===== src/rtl/cpu_store_buffer.sv =====
// cpu_store_buffer: posted-write FIFO between writeback and a Wishbone bus.
// Stores are queued and retired in order, one bus write per entry.
module cpu_store_buffer #(
  parameter int DEPTH = 4
) (
  input  logic        clk_i,
  input  logic        rst_i,
  input  logic        memory_write_enable_i,
  input  logic [31:0] memory_write_address_i,
  input  logic [31:0] memory_write_value_i,
  output logic        stall_o,
  output logic        empty_o,
  output logic        overflow_o,
  output logic        wb_cyc_o,
  output logic        wb_stb_o,
  output logic        wb_we_o,
  output logic [31:0] wb_adr_o,
  output logic [31:0] wb_dat_o,
  output logic [3:0]  wb_sel_o,
  input  logic        wb_ack_i
);

  localparam int AW = $clog2(DEPTH);
  localparam logic [AW:0]   FULL = (AW+1)'(DEPTH);
  localparam logic [AW:0]   C1   = (AW+1)'(1);
  localparam logic [AW-1:0] P1   = AW'(1);

  typedef enum logic {IDLE, REQ} state_t;

  state_t        state_q;
  logic [31:0]   adr_mem [DEPTH];
  logic [31:0]   dat_mem [DEPTH];
  logic [AW-1:0] wr_ptr_q;
  logic [AW-1:0] rd_ptr_q;
  logic [AW-1:0] rd_nxt;
  logic [AW:0]   cnt_q;
  logic [AW:0]   cnt_d;
  logic          full;
  logic          push;
  logic          pop;

  assign full   = (cnt_q == FULL);
  assign push   = memory_write_enable_i && !full;
  assign pop    = (state_q == REQ) && wb_ack_i;
  assign rd_nxt = rd_ptr_q + P1;

  assign stall_o  = full;
  assign empty_o  = (cnt_q == '0) && (state_q == IDLE);
  assign wb_cyc_o = (state_q == REQ);
  assign wb_stb_o = (state_q == REQ);
  assign wb_we_o  = (state_q == REQ);
  assign wb_sel_o = (state_q == REQ) ? 4'hF : 4'h0;

  // Occupancy after this cycle's push/pop.
  always_comb begin
    cnt_d = cnt_q;
    if (push && !pop) cnt_d = cnt_q + C1;
    else if (!push && pop) cnt_d = cnt_q - C1;
  end

  // Entry storage; contents are meaningless outside the live window.
  always_ff @(posedge clk_i) begin
    if (push) begin
      adr_mem[wr_ptr_q] <= memory_write_address_i;
      dat_mem[wr_ptr_q] <= memory_write_value_i;
    end
  end

  // Pointers, occupancy and sticky overflow.
  always_ff @(posedge clk_i or negedge rst_i) begin
    if (!rst_i) begin
      wr_ptr_q   <= '0;
      rd_ptr_q   <= '0;
      cnt_q      <= '0;
      overflow_o <= 1'b0;
    end else begin
      cnt_q <= cnt_d;
      if (push) wr_ptr_q <= wr_ptr_q + P1;
      if (pop) rd_ptr_q <= rd_nxt;
      if (memory_write_enable_i && full) overflow_o <= 1'b1;
    end
  end

  // Bus FSM; the head entry is latched into the address/data registers.
  // When the last entry retires while a new one arrives, the new entry
  // is not in the array yet, so it is taken straight from the inputs.
  always_ff @(posedge clk_i or negedge rst_i) begin
    if (!rst_i) begin
      state_q  <= IDLE;
      wb_adr_o <= '0;
      wb_dat_o <= '0;
    end else begin
      unique case (state_q)
        IDLE: begin
          if (cnt_q != '0) begin
            state_q  <= REQ;
            wb_adr_o <= adr_mem[rd_ptr_q];
            wb_dat_o <= dat_mem[rd_ptr_q];
          end
        end
        REQ: begin
          if (wb_ack_i) begin
            if (cnt_d == '0) begin
              state_q <= IDLE;
            end else if (cnt_q == C1) begin
              wb_adr_o <= memory_write_address_i;
              wb_dat_o <= memory_write_value_i;
            end else begin
              wb_adr_o <= adr_mem[rd_nxt];
              wb_dat_o <= dat_mem[rd_nxt];
            end
          end
        end
        default: state_q <= IDLE;
      endcase
    end
  end

endmodule

===== config.mk =====
export PLATFORM = sky130hd
export DESIGN_NAME = cpu_store_buffer
export DESIGN_NICKNAME = d
export VERILOG_FILES = /design/src/rtl/cpu_store_buffer.sv
export SDC_FILE = /design/constraint.sdc
export NUM_CORES = 1
export LEC_CHECK = 0
export BUFFER_PORTS_ARGS = -buffer_cell sky130_fd_sc_hd__buf_4
export CAP_MARGIN = 20
export CORE_MARGIN = 3
export CORE_UTILIZATION = 33
export DETAILED_ROUTE_END_ITERATION = 10
export PLACE_DENSITY = 0.54
export SETUP_SLACK_MARGIN = 0.2
export SKIP_LAST_GASP = 1
export SYNTH_ARGS = -nofsm -noshare
export SYNTH_HDL_FRONTEND = slang
export SYNTH_SLANG_ARGS = --single-unit

===== constraint.sdc =====
create_clock -name clk_i -period 7.6 [get_ports clk_i]
set_input_delay 1.52 -clock clk_i [delete_from_list [all_inputs] [get_ports clk_i]]
set_output_delay 1.52 -clock clk_i [all_outputs]
set_load 0.01 [all_outputs]

# Yosys cells after proc, flatten, opt, wreduce, memory -nomap -nowiden

Memories as Yosys holds them, arrays and structs flattened.
Index checks and enable logic that the tools add are counted.

Bits in registers: 73
RAM bits: 256
Bits of input ports: 68
Output and inout port bits: 74
Logic and storage cells: 51
Memories: 2

Add/sub/neg operators: 4
Equal/unequal tests: 5
Muxes and demuxes: 19
Bitwise operators: 1
Reductions and logical operators: 13

Memory list:

| memory  | words | width | rd ports | clocked after memory_dff | write ports | line | source |
|---|---|---|---|---|---|---|---|
| adr_mem | 4     | 32    | 2        | 0                        | 1           | 31   | `logic [31:0] adr_mem [DEPTH];` |
| dat_mem | 4     | 32    | 2        | 0                        | 1           | 32   | `logic [31:0] dat_mem [DEPTH];` |

Operators with widths:

| cell                                                                    | number |
|---|---|
| 32-bit 2-to-1 mux                                                       | 8 |
| 32-bit case mux with 2 select lines                                     | 2 |
| 1-bit logical AND                                                       | 6 |
| 3-bit zero test                                                         | 2 |
| 3-bit 2-to-1 mux                                                        | 2 |
| 1-bit 2-to-1 mux                                                        | 5 |
| 2-bit by 1-bit adder with 2-bit output, second input constant           | 2 |
| 4-bit 2-to-1 mux                                                        | 1 |
| 2-bit inequality test, second input constant                            | 2 |
| 3-bit by 1-bit adder with 3-bit output, second input constant           | 1 |
| 3-bit by 1-bit equality test with 1-bit output, second input constant   | 1 |
| 3-bit equality test, second input constant                              | 1 |
| 1-bit zero test                                                         | 3 |
| 3-bit AND reduction                                                     | 1 |
| 3-bit nonzero test                                                      | 1 |
| 3-bit by 1-bit subtractor with 3-bit output, second input constant      | 1 |
| 2-bit by 1-bit inequality test with 1-bit output, second input constant | 1 |
| 1-bit case mux with 2 select lines                                      | 1 |
| 1-bit NOT                                                               | 1 |

# Depth between registers and ports, before layout

Word-level depth: 11
Gate-level depth with buffers: 9
Gate-level depth less buffers: 7

# Least setup slack after synthesis

Ideal clock, no wire load.

Kind: input-to-reg
Start point: input port memory_write_enable_i
End point: memory adr_mem[0][0], enable pin
Library setup time: 0.429 ns
Arrival: 3.592 ns
Setup slack: 3.579 ns
Stages: 3
Path through: a21boi_4 > clkbuf_1 > and2_1

Cells in the longest elaborated chain, start to end: 3

Ends and longest elaborated chain:

| item                                   | line | source |
|---|---|---|
| from (decl)                            | 8    | `input logic memory_write_enable_i,` |
| 1-bit logical AND                      | 43   | `assign push = memory_write_enable_i && !full;` |
| 1-bit 2-to-1 mux                       | 63   | `if (push) begin` |
| 1-bit 2-to-1 mux (implied by the code) | 64   | `adr_mem[wr_ptr_q] <= memory_write_address_i;` |
| to (decl)                              | 31   |  |

No other way between the ends.

# Worst setup path in the final report

Start point: register cnt_q[0]
End point: output port empty_o

Cells in the longest elaborated chain, start to end: 2

Ends and longest elaborated chain:

| item                   | line | source |
|---|---|---|
| from (decl)            | 36   | `logic [AW:0] cnt_q;` |
| from (signal assigned) | 77   | `cnt_q <= cnt_d;` |
| 3-bit zero test        | 48   | `assign empty_o = (cnt_q == '0) && (state_q == IDLE);` |
| 1-bit logical AND      | 48   |  |
| to (decl)              | 12   | `output logic empty_o,` |

No other way between the ends.

==> results.cfg <==
[clocking]
post_cts_resize_count = 0
later_pin_clock_latency_in_the_skew_report_ns = 0.54
cts-buffers-inserted = 38
cts.sink_count = 329
h-tree-depth = 2
cts_root_buffer = sky130_fd_sc_hd__clkbuf_16
ctsLongestPathBuffers = 3
cts_post_setup_buffers_inserted = 0
hold_buffers = 0
tritoncts = done
clk_pin_slew_ns = 0.06

[synth]
synth.largest_area_cell = sky130_fd_sc_hd__edfxtp_1
postSynthRegisterBits = 329
syn_area_mm2 = 0.01504
synth.lib_cells_used.distinct = 40
post-synth-top-area-fraction_pct = 51.10
most_frequent_cell_after_synthesis = sky130_fd_sc_hd__edfxtp_1
synth.avg_cell_area_um2 = 19.39
synth-async-reset-ratio_pct = 22.19
synthCells = 776
syn_nets = 852
synth_top_flop_cell = sky130_fd_sc_hd__edfxtp_1
synth.yosys.seq_area_share_pct = 63.24
yosysWarningCount = 0
synth_top_cells_by_count = sky130_fd_sc_hd__edfxtp_1, sky130_fd_sc_hd__mux4_2, sky130_fd_sc_hd__dfrtp_1
synth_enable_flop_cells = 256
synth.area.top_cells = sky130_fd_sc_hd__edfxtp_1, sky130_fd_sc_hd__mux4_2, sky130_fd_sc_hd__dfrtp_1, sky130_fd_sc_hd__mux2_2, sky130_fd_sc_hd__a221o_1

[placement]
numPortBuffers = 141
post-place-ws_ns = 3.842
gp_routability_congestion = 0.6946
detailed_place.area_mm2 = 0.01657
detailedPlacementHpwl_mm = 20.04

[critical_path]
crit-reg2reg-capture = wb_dat_o[11]$_DFFE_PN0P_
cp-end-kind = output pin
crit_arrival_ns = 1.96
max_stage_delay_ns = 0.47
timing.critical_path.from_type = flop
reg2reg_slack_ns = 4.50
crit_path_max_fanout = 8
critical_path.slowest_cell = sky130_fd_sc_hd__dfrtp_1
critical_path_cell_by_cell = inv_1, ha_1, nor3b_2, buf_4
setup.worst_path.class = reg -> out
r2r_cells = 4
timing.rr.start = rd_ptr_q[0]$_DFFE_PN0P_
cp.required_ns = 6.08

[layout]
diodes = 0
drive_above_1_share_pct = 44.75
num-nets-final = 981
area.growth.synth_to_final_pct = 18.02
layout.cell_area.non_filler_mm2 = 0.01776

[min_path]
worst_hold_path.num_cells = 1
hp-start = overflow_o$_DFFE_PN0P_
min_path_type = reg -> reg
hold-path-endpoint = overflow_o$_DFFE_PN0P_

[routing]
firstDrtPassIters = 4
drtAntennaViolNets = 0
drt-total-wl_mm = 35.05
detail_route.drc_violations = 0
drt_first_iter_violations = 488
avgRoutedWirePerCell_um = 22.97
route.detailed.vias_per_inst = 5.249
vias = 8010

[timing]
finalWorstSetupSlack_ns = 4.121
skew_ns = 0.02035
setup-violations-final = 0
final-hold-violation-count = 0
relSlewSlack_pct = 28.96
finalWorstPathRequiredPeriod_ns = 3.479
fin_worst_hold_slack_ns = 0.4663
fin_tns_setup_ns = 0
timing_worst_slew_pin_value_ns = 1.066
min_period_over_period_pct = 45.77
report.final.slew_viol_count = 0
timing.fmax_ghz = 0.2875
unrepaired_setup_endpoints_after_global_routing = no

[global_routing]
overflow = 0
grt_start_max_net_pins = 74
grt_pass1_vias = 8593
global_route_total_usage_across_every_layer_pct = 14.79
first_pass_grt_wire_length_mm = 53.39
number_of_antenna_violations_at_the_first_check_in_global_routing = 3

[die]
initial_utilization_pct = 33.73
placeableCoreArea_mm2 = 0.04461
design.die.area_mm2 = 0.04819
fp.dieH_um = 219.5
floorplan.rows = 77
num_io_pins = 142
die-width_um = 219.5

[power_and_ir_drop]
ir_worst_vdd_uv = 242.2
power.density_cell_area_mw_per_mm2 = 423.7
power.static_leakage_nw = 6.238

[flow_run]
maxCapViolCount = 0

[outcome]
outcome = completed
==> metal layers <==
metal	up-vias	wire length (um)	global-route usage [%]
li1	3507	-	-
met5	-	43	0
met2	211	17180	24.82
met3	43	2601	4.371
met4	6	532	3.348
met1	4243	14690	19.03
==> layout by cell type (no fill, tap or decap), types with 6 or more instances in the layout <==
master | synthesis | routed
sky130_fd_sc_hd__a221o_1 | 64 | 64
sky130_fd_sc_hd__and2_1 | 69 | 65
sky130_fd_sc_hd__buf_4 | 10 | 153
sky130_fd_sc_hd__clkbuf_1 | 28 | 10
sky130_fd_sc_hd__clkbuf_16 | 0 | 39
sky130_fd_sc_hd__clkinv_2 | 0 | 11
sky130_fd_sc_hd__dfrtp_1 | 73 | 71
sky130_fd_sc_hd__edfxtp_1 | 256 | 256
sky130_fd_sc_hd__ha_1 | 8 | 8
sky130_fd_sc_hd__inv_1 | 6 | 6
sky130_fd_sc_hd__mux2_2 | 64 | 64
sky130_fd_sc_hd__mux4_2 | 128 | 128
sky130_fd_sc_hd__xnor2_1 | 6 | 6
==> worst max-delay path, delay by kind of cell (launching register included) <==
| family | cells | cell delay (ns) |
|---|---|---|
| flip-flops | 1 | 0.47 |
| AND/OR/NAND/NOR | 1 | 0.40 |
| buffers and inverters | 2 | 0.32 |
| adder cells (fa/ha/maj) | 1 | 0.23 |
==> through the flow <==
stage          instances  utilization (%)  total power, mW
2_1_floorplan        776                -            5.052
3_3_place_gp        1456            37.11            5.850
3_5_place_dp        1457            37.15            5.906
6_report            1526            39.81            7.523
5_1_grt             1526            39.81            8.007
4_1_cts             1526            39.81            7.674
==> cells by family (layout without fill, tap and decap cells) <==
group,count (synthesis),after routing,share of synthesized area [%]
buf+inv,71,229,2.911
mux,192,192,23.95
fa+ha+maj,8,8,0.6654
xor+xnor,6,6,0.3493
simple gates,90,90,3.768
compound gates,80,80,5.115
flops,329,329,63.24
==> how the worst max path moves through the flow <==
| stage | start | endpoint | slack [ns] | cells after the start |
|---|---|---|---|---|
| global route | cnt_q[0]$_DFF_PN0_ | empty_o | 3.95 | 4 |
| global placement | memory_write_enable_i | wb_dat_o[20]$_DFFE_PN0P_ | 3.85 | 7 |
| floorplan | memory_write_enable_i | adr_mem[0][0]$_DFFE_PP_ | 3.58 | 3 |
| CTS | cnt_q[0]$_DFF_PN0_ | empty_o | 4.06 | 4 |
| finish | cnt_q[0]$_DFF_PN0_ | empty_o | 4.12 | 4 |
| detailed placement | wb_ack_i | wb_dat_o[11]$_DFFE_PN0P_ | 3.84 | 7 |
==> report_power, final <==
part           switching (mW)  internal [mW]
registers               0.420           2.46
logic                    1.28           1.63
clock network           0.710           1.02
total                    2.41           5.11
==> layout make-up <==
class | count | area, um2
clock inverters | 16 | 115.1
flip-flops and latches | 329 | 9522
well taps | 592 | 740.7
repair buffers | 154 | 1169
clock buffers | 53 | 1069
multi-input cells | 376 | 5119
inverters | 6 | 22.52
fillers | 3999 | 26850
==> state kept, by name (all words and copies together) (netlist names) <==
name,cells
wb_cyc_o,1
wb_dat_o,32
overflow_o,1
wb_adr_o,32
dat_mem,128
adr_mem,128
rd_ptr_q,2
cnt_q,3
wr_ptr_q,2
No activity file was read; power rests on OpenSTA's default activity.
